## src/rtl/reg_scoreboard.sv

```systemverilog
// Register-dependency scoreboard: per-register write countdowns and decode stall detection.
// Optional SCOREBOARD_FWD_EN: a source whose count is 1 is forwarded and does not stall.
module reg_scoreboard #(
   parameter int unsigned CNT_W = 3,
   parameter int unsigned NREGS = 32
) (
   input  logic             clock,
   input  logic             reset,
   input  logic             flush,
   input  logic             issue_valid,
   input  logic [4:0]       issue_rd,
   input  logic [CNT_W-1:0] issue_lat,
   input  logic [4:0]       rs1,
   input  logic             rs1_used,
   input  logic [4:0]       rs2,
   input  logic             rs2_used,
   output logic             stall,
   output logic [NREGS-1:0] busy_vec,
   output logic [5:0]       busy_cnt
);

   logic [CNT_W-1:0] cnt     [NREGS];
   logic [CNT_W-1:0] cnt_nxt [NREGS];
   logic [NREGS-1:0] busy_nxt;
   logic [5:0]       pop_nxt;
   logic             load;
   logic [4:0]       src1;
   logic [4:0]       src2;
   logic [CNT_W-1:0] src1_cnt;
   logic [CNT_W-1:0] src2_cnt;
   logic             hit1;
   logic             hit2;

   // Gating on valid keeps X on rd/lat from reaching the count state.
   assign load = issue_valid && (issue_rd != 5'd0) && (issue_lat != '0);

   always_comb begin
      for (int unsigned i = 0; i < NREGS; i++) begin
         cnt_nxt[i] = (cnt[i] != '0) ? cnt[i] - 1'b1 : '0;
         if (load && (issue_rd == 5'(i)))
            cnt_nxt[i] = issue_lat;
         if (flush || (i == 0))
            cnt_nxt[i] = '0;
      end
   end

   always_comb begin
      busy_nxt = '0;
      pop_nxt  = '0;
      for (int unsigned i = 0; i < NREGS; i++) begin
         busy_nxt[i] = (cnt_nxt[i] != '0);
         pop_nxt     = pop_nxt + 6'(busy_nxt[i]);
      end
   end

   always_ff @(posedge clock) begin
      if (reset) begin
         for (int unsigned i = 0; i < NREGS; i++)
            cnt[i] <= '0;
         busy_vec <= '0;
         busy_cnt <= '0;
      end else begin
         for (int unsigned i = 0; i < NREGS; i++)
            cnt[i] <= cnt_nxt[i];
         busy_vec <= busy_nxt;
         busy_cnt <= pop_nxt;
      end
   end

   // Unused sources are forced to register 0 so X on rs* cannot reach stall.
   assign src1     = rs1_used ? rs1 : 5'd0;
   assign src2     = rs2_used ? rs2 : 5'd0;
   assign src1_cnt = cnt[src1];
   assign src2_cnt = cnt[src2];

`ifdef SCOREBOARD_FWD_EN
   assign hit1 = (src1 != 5'd0) && (src1_cnt > CNT_W'(1));
   assign hit2 = (src2 != 5'd0) && (src2_cnt > CNT_W'(1));
`else
   assign hit1 = (src1 != 5'd0) && (src1_cnt != '0);
   assign hit2 = (src2 != 5'd0) && (src2_cnt != '0);
`endif

   assign stall = hit1 | hit2;

endmodule

```

## config.mk

```make
export PLATFORM = sky130hd
export DESIGN_NAME = reg_scoreboard
export DESIGN_NICKNAME = d
export VERILOG_FILES = /design/src/rtl/reg_scoreboard.sv
export SDC_FILE = /design/constraint.sdc
export NUM_CORES = 1
export LEC_CHECK = 0
export ABC_AREA = 1
export CAP_MARGIN = 20
export CORE_ASPECT_RATIO = 2
export CORE_MARGIN = 4
export CORE_UTILIZATION = 60
export CTS_CLUSTER_DIAMETER = 120
export DETAILED_ROUTE_END_ITERATION = 6
export GPL_TIMING_DRIVEN = 0
export PLACE_DENSITY = 0.93
export SLEW_MARGIN = 25
export SYNTH_ARGS = -nofsm -noshare
export SYNTH_HDL_FRONTEND = slang
export SYNTH_SLANG_ARGS = --single-unit
```

## constraint.sdc

```tcl
create_clock -name clock -period 8.4 [get_ports clock]
set_input_delay 0.84 -clock clock [delete_from_list [all_inputs] [get_ports clock]]
set_output_delay 0.84 -clock clock [all_outputs]
set_load 0.01 [all_outputs]
```

==> results.md <==
* CP bufs+invs at 5
* Psw at 428 uW
* CTS root buf: clkbuf_16
* Clock Tree Buf Depth at 2
* Failing checks: design-rule violations
* Share of layout cells above drive strength 1 at under 10%
* Worst path required time at around 8700 ps
* Worst-Margin Slew at 939 ps
* Worst setup path class: input port to register
* WP data arrival at approximately 7500 ps
* Global Route met2 Usage at roughly 69%
* Hold Vio Cnt, Final at 0
* Drt total wl at 32.2 mm
* Via count at 9,612
* Period utilization at a little under nine tenths
* First-pass GRT wire length at 49.1 mm
* Port Buffer Count at between 50 and 60
* Core footprint at around 14,000 um2
* Sw Share at a little over a quarter
* CTS H-tree depth at 4
* Post-synth EDFFs at 0
* Post-Syn Nets at 1,458
* Worst path most repeated cell: fa_1
* Final setup fails at 0
* Max-slew headroom at ~37%
* Status: finished with violations
* Mapped Cells at between 1,000 and 1,500
* R2R Setup Slk at approximately 2500 ps
* Netlist cell types at 36
* Max stage delay on crit path at just over 700 ps
* Worst R2R Start: cnt[22][0]
* Area Growth Syn to Fin at 15.7%
* Die Height at 179 um
* Dpl hpwl at approximately 24 mm
* # rows at between 60 and 70
* Hold Crit Class: register to register
* Fin Hold WS at between 500 and 600 ps
* Vias in the first global route at between 9,000 and 10,000
* Largest net degree at the start of global routing at 17
* Worst reg-to-reg path cell count at 22
* Setup TNS at 0 ps
* CTS resizes at 0
* Critical-path cell with the highest stage delay: nor2_1
* Maximum clock frequency at 0.140 GHz
* Worst Path Max Fanout at 6
* GRT Resource Usage Total at approximately two fifths
* Grt peak-use layer: met2
* Max cap viols at 0
* Delay-heaviest family, CP: adder cells
* RSZ-0062 raised after global routing: no
* DRC at 1
* Synth warnings at 0
* Mapped cell area at ~8800 um2
* Full die area at ~17,000 um2
* Post-CTS Hold Fix Bufs at 0
* Slew Viols, Final at 0
* Placed Cells at 1,604
* Post-DR vias/cell at 5.89
* Average wire per standard cell at roughly 20 um
* Routability congestion estimate at roughly 1.1
* Post-route ant nets at 0
* Share of the yosys chip area belonging to registers at 29.6%
* Drt initial violations at between 1,000 and 1,500
* FF-to-FF End: busy_cnt[4]
* Min Tclk post-route at ~7200 ps
* FILL cells at 1,180
* Antenna diodes at 0
* Worst Setup EP: busy_cnt[4]
* Clk_lat worst skew at around 430 ps
* Stages on the worst setup path at 22
* Mean Syn Cell Area at ~6.5 um2
* Starting Density at roughly three fifths
* Finished Layout Cells at approximately 1,600
* Final Skew at a little under 7 ps
* Power Density at between 150 and 200 nW/um2
* CP Launch Type: input port
* Clock share of power at a little under half
* Initial antenna violation count at 0
* I/O pin cnt at 63
* Post-synthesis register bit count at 130
* Routing usage on met1 at roughly two fifths
* Internal power at between 1000 and 1500 uW
* GR met3 Demand/Resource at roughly 8.5%
* Detailed Routing Iterations Pass 1 at 7
* Leakage at 0.00529 uW
* CTS buffer count at 17
* Worst-path clk slew at ~60 ps
* Worst IR Drop VDD at ~0.22 mV
* Main synth FF type: dfxtp_1
* Number of clock sinks at 130
* Crit path launch: issue_rd[1]
* Comb pwr share at roughly 14%
* Post-synth ARST share at 0%
* Seq pwr share at 39.1%
* TritonCTS clock tree: yes
* Hold_sp: cnt[14][2]
* Global route total overflow at 0
* Die Wd at roughly 94 um
* Critical-path cell list: clkdlybuf4s50_1 > nor2_1 > inv_2 > nor2_1 > nand3_1 > o21ai_0 > nand3_1 > inv_1 > fa_1 > fa_1 > fa_1 > inv_1 > fa_1 > fa_1 > fa_1 > fa_1 > inv_1 > fa_1 > o21bai_1 > a21oi_1 > o21ai_0 > a21oi_1
* Postcts setup bufs at 0
* Crit. End Element: register
* Final nets at approximately 1,500
==> layout make-up <==
type                       count  area [um2]  share of cell area, %
timing repair buffer          56         561                   5.50
multi-input combinational    956        5110                   50.1
tap                          192         240                   2.36
clock buffer                  23         478                   4.69
buffer                        53         279                   2.74
inverter                     217         817                   8.02
clock inverter                 6         105                   1.03
sequential                   130        2600                   25.5
==> Yosys cell counts, types with 2 or more instances <==
cell type / count / area (um2)
buf_4: 2 / 15.0
nor3_1: 2 / 10.0
o22ai_1: 7 / 43.8
buf_2: 18 / 90.1
nor2_8: 2 / 40.0
nand4_1: 3 / 18.8
clkbuf_1: 26 / 97.6
nand3_2: 11 / 110
nand3_1: 198 / 991
a31oi_1: 2 / 12.5
o21ai_0: 77 / 385
buf_6: 3 / 33.8
ha_1: 55 / 688
buf_1: 2 / 7.51
a21oi_1: 40 / 200
o21ai_1: 4 / 20.0
nand2_4: 2 / 22.5
dfxtp_1: 130 / 2600
inv_1: 210 / 788
nor2_4: 2 / 22.5
nand2_1: 308 / 1160
inv_2: 4 / 15.0
nor2_1: 191 / 717
o211ai_1: 18 / 135
clkinv_1: 2 / 7.51
fa_1: 23 / 460
nor2_2: 5 / 31.3
==> worst min path at each step <==
stage | to | slack, ps | cells after the start
6_report | cnt[14][2] | 590 | 4
5_1_grt | cnt[14][2] | 650 | 4
4_1_cts | cnt[14][2] | 590 | 4
3_5_place_dp | cnt[14][2] | 580 | 4
3_3_place_gp | cnt[14][2] | 570 | 4
2_1_floorplan | cnt[14][2] | 540 | 4
==> cell families after synthesis <==
group                      after synthesis  synth area share (%)
AOI/OAI and AO/OA                      149                  9.14
adders and majority gates               78                  13.0
buffers and inverters                  270                  12.4
DFF                                    130                  29.6
other                                    1                0.0426
and+or+nand+nor                        728                  35.8
==> through the flow <==
stage / worst slack [ps] / total power (uW) / utilization, % / cell area [um2]
after floorplan: 2200 / 770 / - / 8800
after global placement: 1180 / 852 / 66.9 / 9610
after detailed placement: 988 / 855 / 66.9 / 9610
after CTS: 1390 / 1590 / 71.0 / 10200
after global routing: 908 / 1650 / 71.0 / 10200
final: 1230 / 1610 / 71.0 / 10200
==> registers in the layout, indices dropped and copies added, names as in the netlist <==
register,cells
cnt,93
busy_vec,31
busy_cnt,6
==> routing by layer <==
metal  up-vias  routed length, um
met5         -                  0
met3       225               2640
met1      4373              10400
met2       618              16000
met4         0               3200
li1       4396                  -
==> worst min-delay path: stages (launching register included) <==
cell and delay, ps:
dfxtp_1 300, nand2_1 70, nand2_1 50, nand3_1 80, nor2_1 50
==> power by group through the flow <==
| stage | combinational (uW) | sequential (uW) | clock (uW) |
|---|---|---|---|
| CTS | 216 | 628 | 747 |
| floorplan | 126 | 644 | 0 |
| global route | 242 | 629 | 775 |
| global placement | 211 | 641 | 0 |
| finish | 223 | 629 | 756 |
| detailed placement | 213 | 642 | 0 |
==> cell usage in the layout, fill, tap and decap left out, drive strengths merged <==
cell type,n
or2,1
o21ai,81
clkdlybuf4s50,56
nor2,200
a21oi,40
o21bai,1
nand4,3
nand2,311
ha,55
nor3,3
o22ai,7
nand3b,1
inv,215
fa,23
conb,1
bufinv,3
nand3,209
clkbuf,49
dfxtp,130
a31oi,2
o211ai,18
buf,27
clkinv,5
Power figures use the tool's default switching activity.
